### config.mk
export PLATFORM = sky130hd
export DESIGN_NAME = hub75_col_shifter
export DESIGN_NICKNAME = d
export VERILOG_FILES = /design/src/rtl/hub75_col_shifter.sv
export SDC_FILE = /design/constraint.sdc
export NUM_CORES = 1
export LEC_CHECK = 0
export BUFFER_PORTS_ARGS = -buffer_cell sky130_fd_sc_hd__buf_4
export CAP_MARGIN = 5
export CORE_MARGIN = 4
export CORE_UTILIZATION = 41
export DETAILED_ROUTE_END_ITERATION = 8
export PLACE_DENSITY = 0.78
export SLEW_MARGIN = 20
export SYNTH_ARGS = -nofsm -noshare
export SYNTH_HDL_FRONTEND = slang
export SYNTH_SLANG_ARGS = --single-unit
### constraint.sdc
create_clock -name clk -period 1.9 [get_ports clk]
set_input_delay 0.285 -clock clk [delete_from_list [all_inputs] [get_ports clk]]
set_output_delay 0.285 -clock clk [all_outputs]
set_load 0.02 [all_outputs]
### src/rtl/hub75_col_shifter.sv
// HUB75 column shift engine: streams one bitplane of a row from the line buffer as parallel lane bits.
// Two-cycle read-to-strobe latency; ctrl_go is only accepted while idle (no other backpressure).
module hub75_col_shifter #(
    parameter int N_BANKS  = 2,
    parameter int N_COLS   = 64,
    parameter int N_CHANS  = 3,
    parameter int N_PLANES = 8,
    localparam int CW      = (N_COLS > 1) ? $clog2(N_COLS) : 1,
    localparam int NL      = N_BANKS * N_CHANS
) (
    input  logic                   clk,
    input  logic                   rst,
    output logic [NL-1:0]          phy_data,
    output logic                   phy_clk,
    input  logic [NL*N_PLANES-1:0] ram_data,
    output logic [CW-1:0]          ram_col_addr,
    output logic                   ram_rden,
    input  logic [N_PLANES-1:0]    ctrl_plane,
    input  logic                   ctrl_go,
    output logic                   ctrl_rdy
);

    typedef enum logic [1:0] {
        S_IDLE  = 2'd0,
        S_READ  = 2'd1,
        S_DRAIN = 2'd2
    } state_t;

    state_t                r_state;
    state_t                w_state_nxt;
    logic [CW-1:0]         r_col;
    logic [N_PLANES-1:0]   r_plane;
    logic                  r_rden_d1;
    logic                  r_phy_clk;
    logic [NL-1:0]         r_phy_data;
    logic                  w_go_acc;
    logic                  w_rden;
    logic                  w_last_col;
    logic [NL-1:0]         w_sel;

    always_ff @(posedge clk) begin
        if (rst) begin
            r_state <= S_IDLE;
        end else begin
            r_state <= w_state_nxt;
        end
    end

    // DRAIN ends on the cycle carrying the final strobe, so ready rises right after it.
    always_comb begin
        w_state_nxt = r_state;
        case (r_state)
            S_IDLE:  if (ctrl_go) w_state_nxt = S_READ;
            S_READ:  if (w_last_col) w_state_nxt = S_DRAIN;
            S_DRAIN: if (r_phy_clk && !r_rden_d1) w_state_nxt = S_IDLE;
            default: w_state_nxt = S_IDLE;
        endcase
    end

    always_comb begin
        w_rden   = 1'b0;
        ctrl_rdy = 1'b0;
        case (r_state)
            S_IDLE:  ctrl_rdy = 1'b1;
            S_READ:  w_rden   = 1'b1;
            default: ;
        endcase
    end

    assign w_go_acc   = (r_state == S_IDLE) && ctrl_go;
    assign w_last_col = (r_col == CW'(N_COLS - 1));

    always_ff @(posedge clk) begin
        if (rst) begin
            r_col   <= '0;
            r_plane <= '0;
        end else if (w_go_acc) begin
            r_col   <= '0;
            r_plane <= ctrl_plane;
        end else if (w_rden && !w_last_col) begin
            r_col   <= r_col + 1'b1;
        end
    end

    always_comb begin
        w_sel = '0;
        for (int k = 0; k < NL; k++) begin
            w_sel[k] = |(ram_data[k*N_PLANES +: N_PLANES] & r_plane);
        end
    end

    // Data register only loads on valid columns so the last word stays on the bus between rows.
    always_ff @(posedge clk) begin
        if (rst) begin
            r_rden_d1  <= 1'b0;
            r_phy_clk  <= 1'b0;
            r_phy_data <= '0;
        end else begin
            r_rden_d1 <= w_rden;
            r_phy_clk <= r_rden_d1;
            if (r_rden_d1) begin
                r_phy_data <= w_sel;
            end
        end
    end

    assign ram_rden     = w_rden;
    assign ram_col_addr = r_col;
    assign phy_clk      = r_phy_clk;
    assign phy_data     = r_phy_data;

endmodule

==> impl_results.md <==
* Power density over cell area at 598 nW/µm²
* Routed via count divided by cell count at 5.85
* Result of the run: complete, no violations
* Setup crit start kind: flop
* Synth Register Bits at 24
* Area Overhead vs Synth at 51.9%
* Max-cap violation count at 0
* F_max at 0.624 GHz
* Clock Latency Late Sink at 0.31 ns
* CTS tree: done
* Die Footprint at 3680 µm²
* Count of placed standard cells in the final layout, fillers left out at 233
* Worst Skew at 0.00280 ns
* Buffers from clock root to sink, at most at 2
* Number of fill cells at 224
* DR pass1 iterations at 7
* Total nets after synthesis at 192
* Initial Utilization at 0.443
* Total wire length after detailed routing at 3.92 mm
* Post-synthesis cell count at 132
* Cell at the root of the clock tree: sky130_fd_sc_hd__clkbuf_4
* Antenna-violating nets left at 0
* Count of cells resized by post-cts repair at 0
* Pin count of the biggest net entering global routing at 22
* Number of placed I/O pins at 74
* Maximum vdd drop at 0.573 mV
* Post-synthesis cell area at 1140 µm²
* Critical path data required time at 1.62 ns
* Number of buffers added by the clock tree synthesis step at 3
* Die outline width at 60.7 µm
* Final count of negative-setup-slack endpoints at 0
* Post-CTS Setup Inserts at 0
* Number of clock sinks seen by CTS at 24
* First-pass GRT wire length at 6.03 mm
* Total via count after detailed routing at 1364
* Weighted congestion at the end of routability-driven global placement at 0.882
* Number of cell rows at 18
* Critical-path maximum fanout at 8
* Hold-fix buffers, CTS at 0
* Worst-Margin Slew at 0.480 ns
* Met3 layer wire length in the routed design at 299 µm
* Tightest hold margin at 0.213 ns
* Number of DRC violations after detailed routing at 0
* Number of design-rule violations left by the first detailed-router iteration at 88
* WP data arrival at 1.32 ns
* Worst Path Class, Setup: reg2out
* Synth warn at 0
* Clock transition at path regs at 0.12 ns
* Number of library cell types mapped by synthesis at 31
* Share of cells above drive strength 1 at 0.389
* Commonest cells after routing, fill and taps aside: 74 x sky130_fd_sc_hd__buf_4, 24 x sky130_fd_sc_hd__dfxtp_1, 22 x sky130_fd_sc_hd__nand2_1
* Initial antenna violation count at 0
* Proportion of synthesized chip area in sequential cells at 0.422
* RSZ-0062 raised after global routing: false
* Global-route usage over all layers at 0.216
* Final number of max-transition violations at 0
* Storage element area at 480 µm²
* Final clock period utilization by the worst path at 0.843
* Worst reg2reg setup slack at 0.31 ns
* Final Critical Period at 1.60 ns
* Final hold violations at 0
* Crit. End Element: output pin
* Final global-route overflow total at 0
* Vert. Die Dim at 60.7 µm
* Classification of the worst-slack hold path: in2reg
* Port-buffer cells at 73
* Final nets at 265
* Sum of negative setup slack at 0 ns
* Area taken by multi-input logic gates at 622 µm²
* Static leakage power at 0.740 nW
* Placed cell count at 230
* WL met1 at 1.57 mm
* Average footprint of a synthesized cell at 8.63 µm²
* Core area at 2570 µm²
* Via count of the first global-routing pass at 1281
* Headroom to the max-slew limit at 0.680
* Top routing layer in use: met4
* Average wire per standard cell at 16.8 µm
* Most frequent standard cell in the layout excluding fill and tap cells: sky130_fd_sc_hd__buf_4
* H-tree depth reported by CTS at 1
* Total power draw at 1.03 mW
* Wire length on met2 at 1.99 mm
* Antenna cell count at 0
-- state kept, by name, indices dropped and copies added (netlist names) --
| name | count |
|---|---|
| phy_clk | 1 |
| r_state | 2 |
| phy_data | 6 |
| r_plane | 8 |
| ram_col_addr | 6 |
| r_rden_d1 | 1 |
-- stage by stage --
step                setup WS, ns  utilization  area, µm²
floorplan                  0.322            -       1140
global placement           0.374        0.665       1710
detailed placement         0.338        0.665       1710
CTS                        0.286        0.673       1730
global route               0.171        0.673       1730
finish                     0.297        0.673       1730
-- Yosys cell counts --
library cell               instances  area share
sky130_fd_sc_hd__clkbuf_1          4       0.013
sky130_fd_sc_hd__buf_2             1      0.0044
sky130_fd_sc_hd__nand2b_1          2       0.011
sky130_fd_sc_hd__a21oi_1          13       0.057
sky130_fd_sc_hd__clkbuf_2          1      0.0044
sky130_fd_sc_hd__nor2b_1           1      0.0055
sky130_fd_sc_hd__and3_1            3       0.016
sky130_fd_sc_hd__mux2_2            1      0.0099
sky130_fd_sc_hd__nor3b_1           1      0.0066
sky130_fd_sc_hd__o21a_1            1      0.0066
sky130_fd_sc_hd__a222oi_1          6       0.053
sky130_fd_sc_hd__a22oi_1           6       0.040
sky130_fd_sc_hd__mux2i_1           2       0.018
sky130_fd_sc_hd__a311oi_1          7       0.054
sky130_fd_sc_hd__or3_1             1      0.0055
sky130_fd_sc_hd__nand2_1          22       0.073
sky130_fd_sc_hd__or3b_2            1      0.0077
sky130_fd_sc_hd__a211oi_1          1      0.0066
sky130_fd_sc_hd__nand3_1           5       0.022
sky130_fd_sc_hd__dfxtp_1          24        0.42
sky130_fd_sc_hd__nor3_1            2      0.0088
sky130_fd_sc_hd__ha_1              1       0.011
sky130_fd_sc_hd__or4_1             2       0.013
sky130_fd_sc_hd__inv_1             3      0.0099
sky130_fd_sc_hd__nand3b_1          1      0.0066
sky130_fd_sc_hd__a21boi_0          3       0.020
sky130_fd_sc_hd__and4_1            1      0.0077
sky130_fd_sc_hd__a22o_1            3       0.023
sky130_fd_sc_hd__a221oi_1          3       0.023
sky130_fd_sc_hd__o41ai_1           2       0.015
sky130_fd_sc_hd__nor2_1            8       0.026
-- final cells by class --
type | instances | area share
clock buffer | 3 | 0.0130
inverter | 3 | 0.00651
multi-input combinational | 99 | 0.360
tap | 30 | 0.0217
timing repair buffer | 74 | 0.321
sequential | 24 | 0.278
-- report_power, final --
part	total [mW]	switching, mW	internal, mW
clock	0.218	0.144	0.0741
combinational	0.249	0.104	0.145
sequential	0.567	0.0382	0.529
total	1.03	0.285	0.748
-- critical path, cell delays in order (launching register included) --
cell                       delay, ns
sky130_fd_sc_hd__dfxtp_1        0.43
sky130_fd_sc_hd__nand2b_1       0.28
sky130_fd_sc_hd__inv_1          0.13
sky130_fd_sc_hd__buf_4          0.17
-- path summary, 6_finish.rpt --
| check | from | to | cells past startpoint |
|---|---|---|---|
| min | ctrl_plane[5] | r_plane[5] | 3 |
| max | r_state[1] | ram_rden | 3 |
| max reg2reg | ram_col_addr[0] | ram_col_addr[3] | 4 |
| min reg2reg | phy_data[5] | phy_data[5] | 2 |
-- cell families after synthesis --
family,share of synthesized area
simple gates,0.210
fa+ha+maj,0.0110
compound gates,0.298
mux,0.0275
flops,0.422
buf+inv,0.0319
-- per-layer routing --
| metal | global-route usage | vias to the layer above |
|---|---|---|
| met5 | 0 | - |
| met4 | 0.0557 | 0 |
| met3 | 0.0383 | 4 |
| met2 | 0.354 | 60 |
| met1 | 0.295 | 638 |
| li1 | - | 662 |
Power figures use the tool's default switching activity.
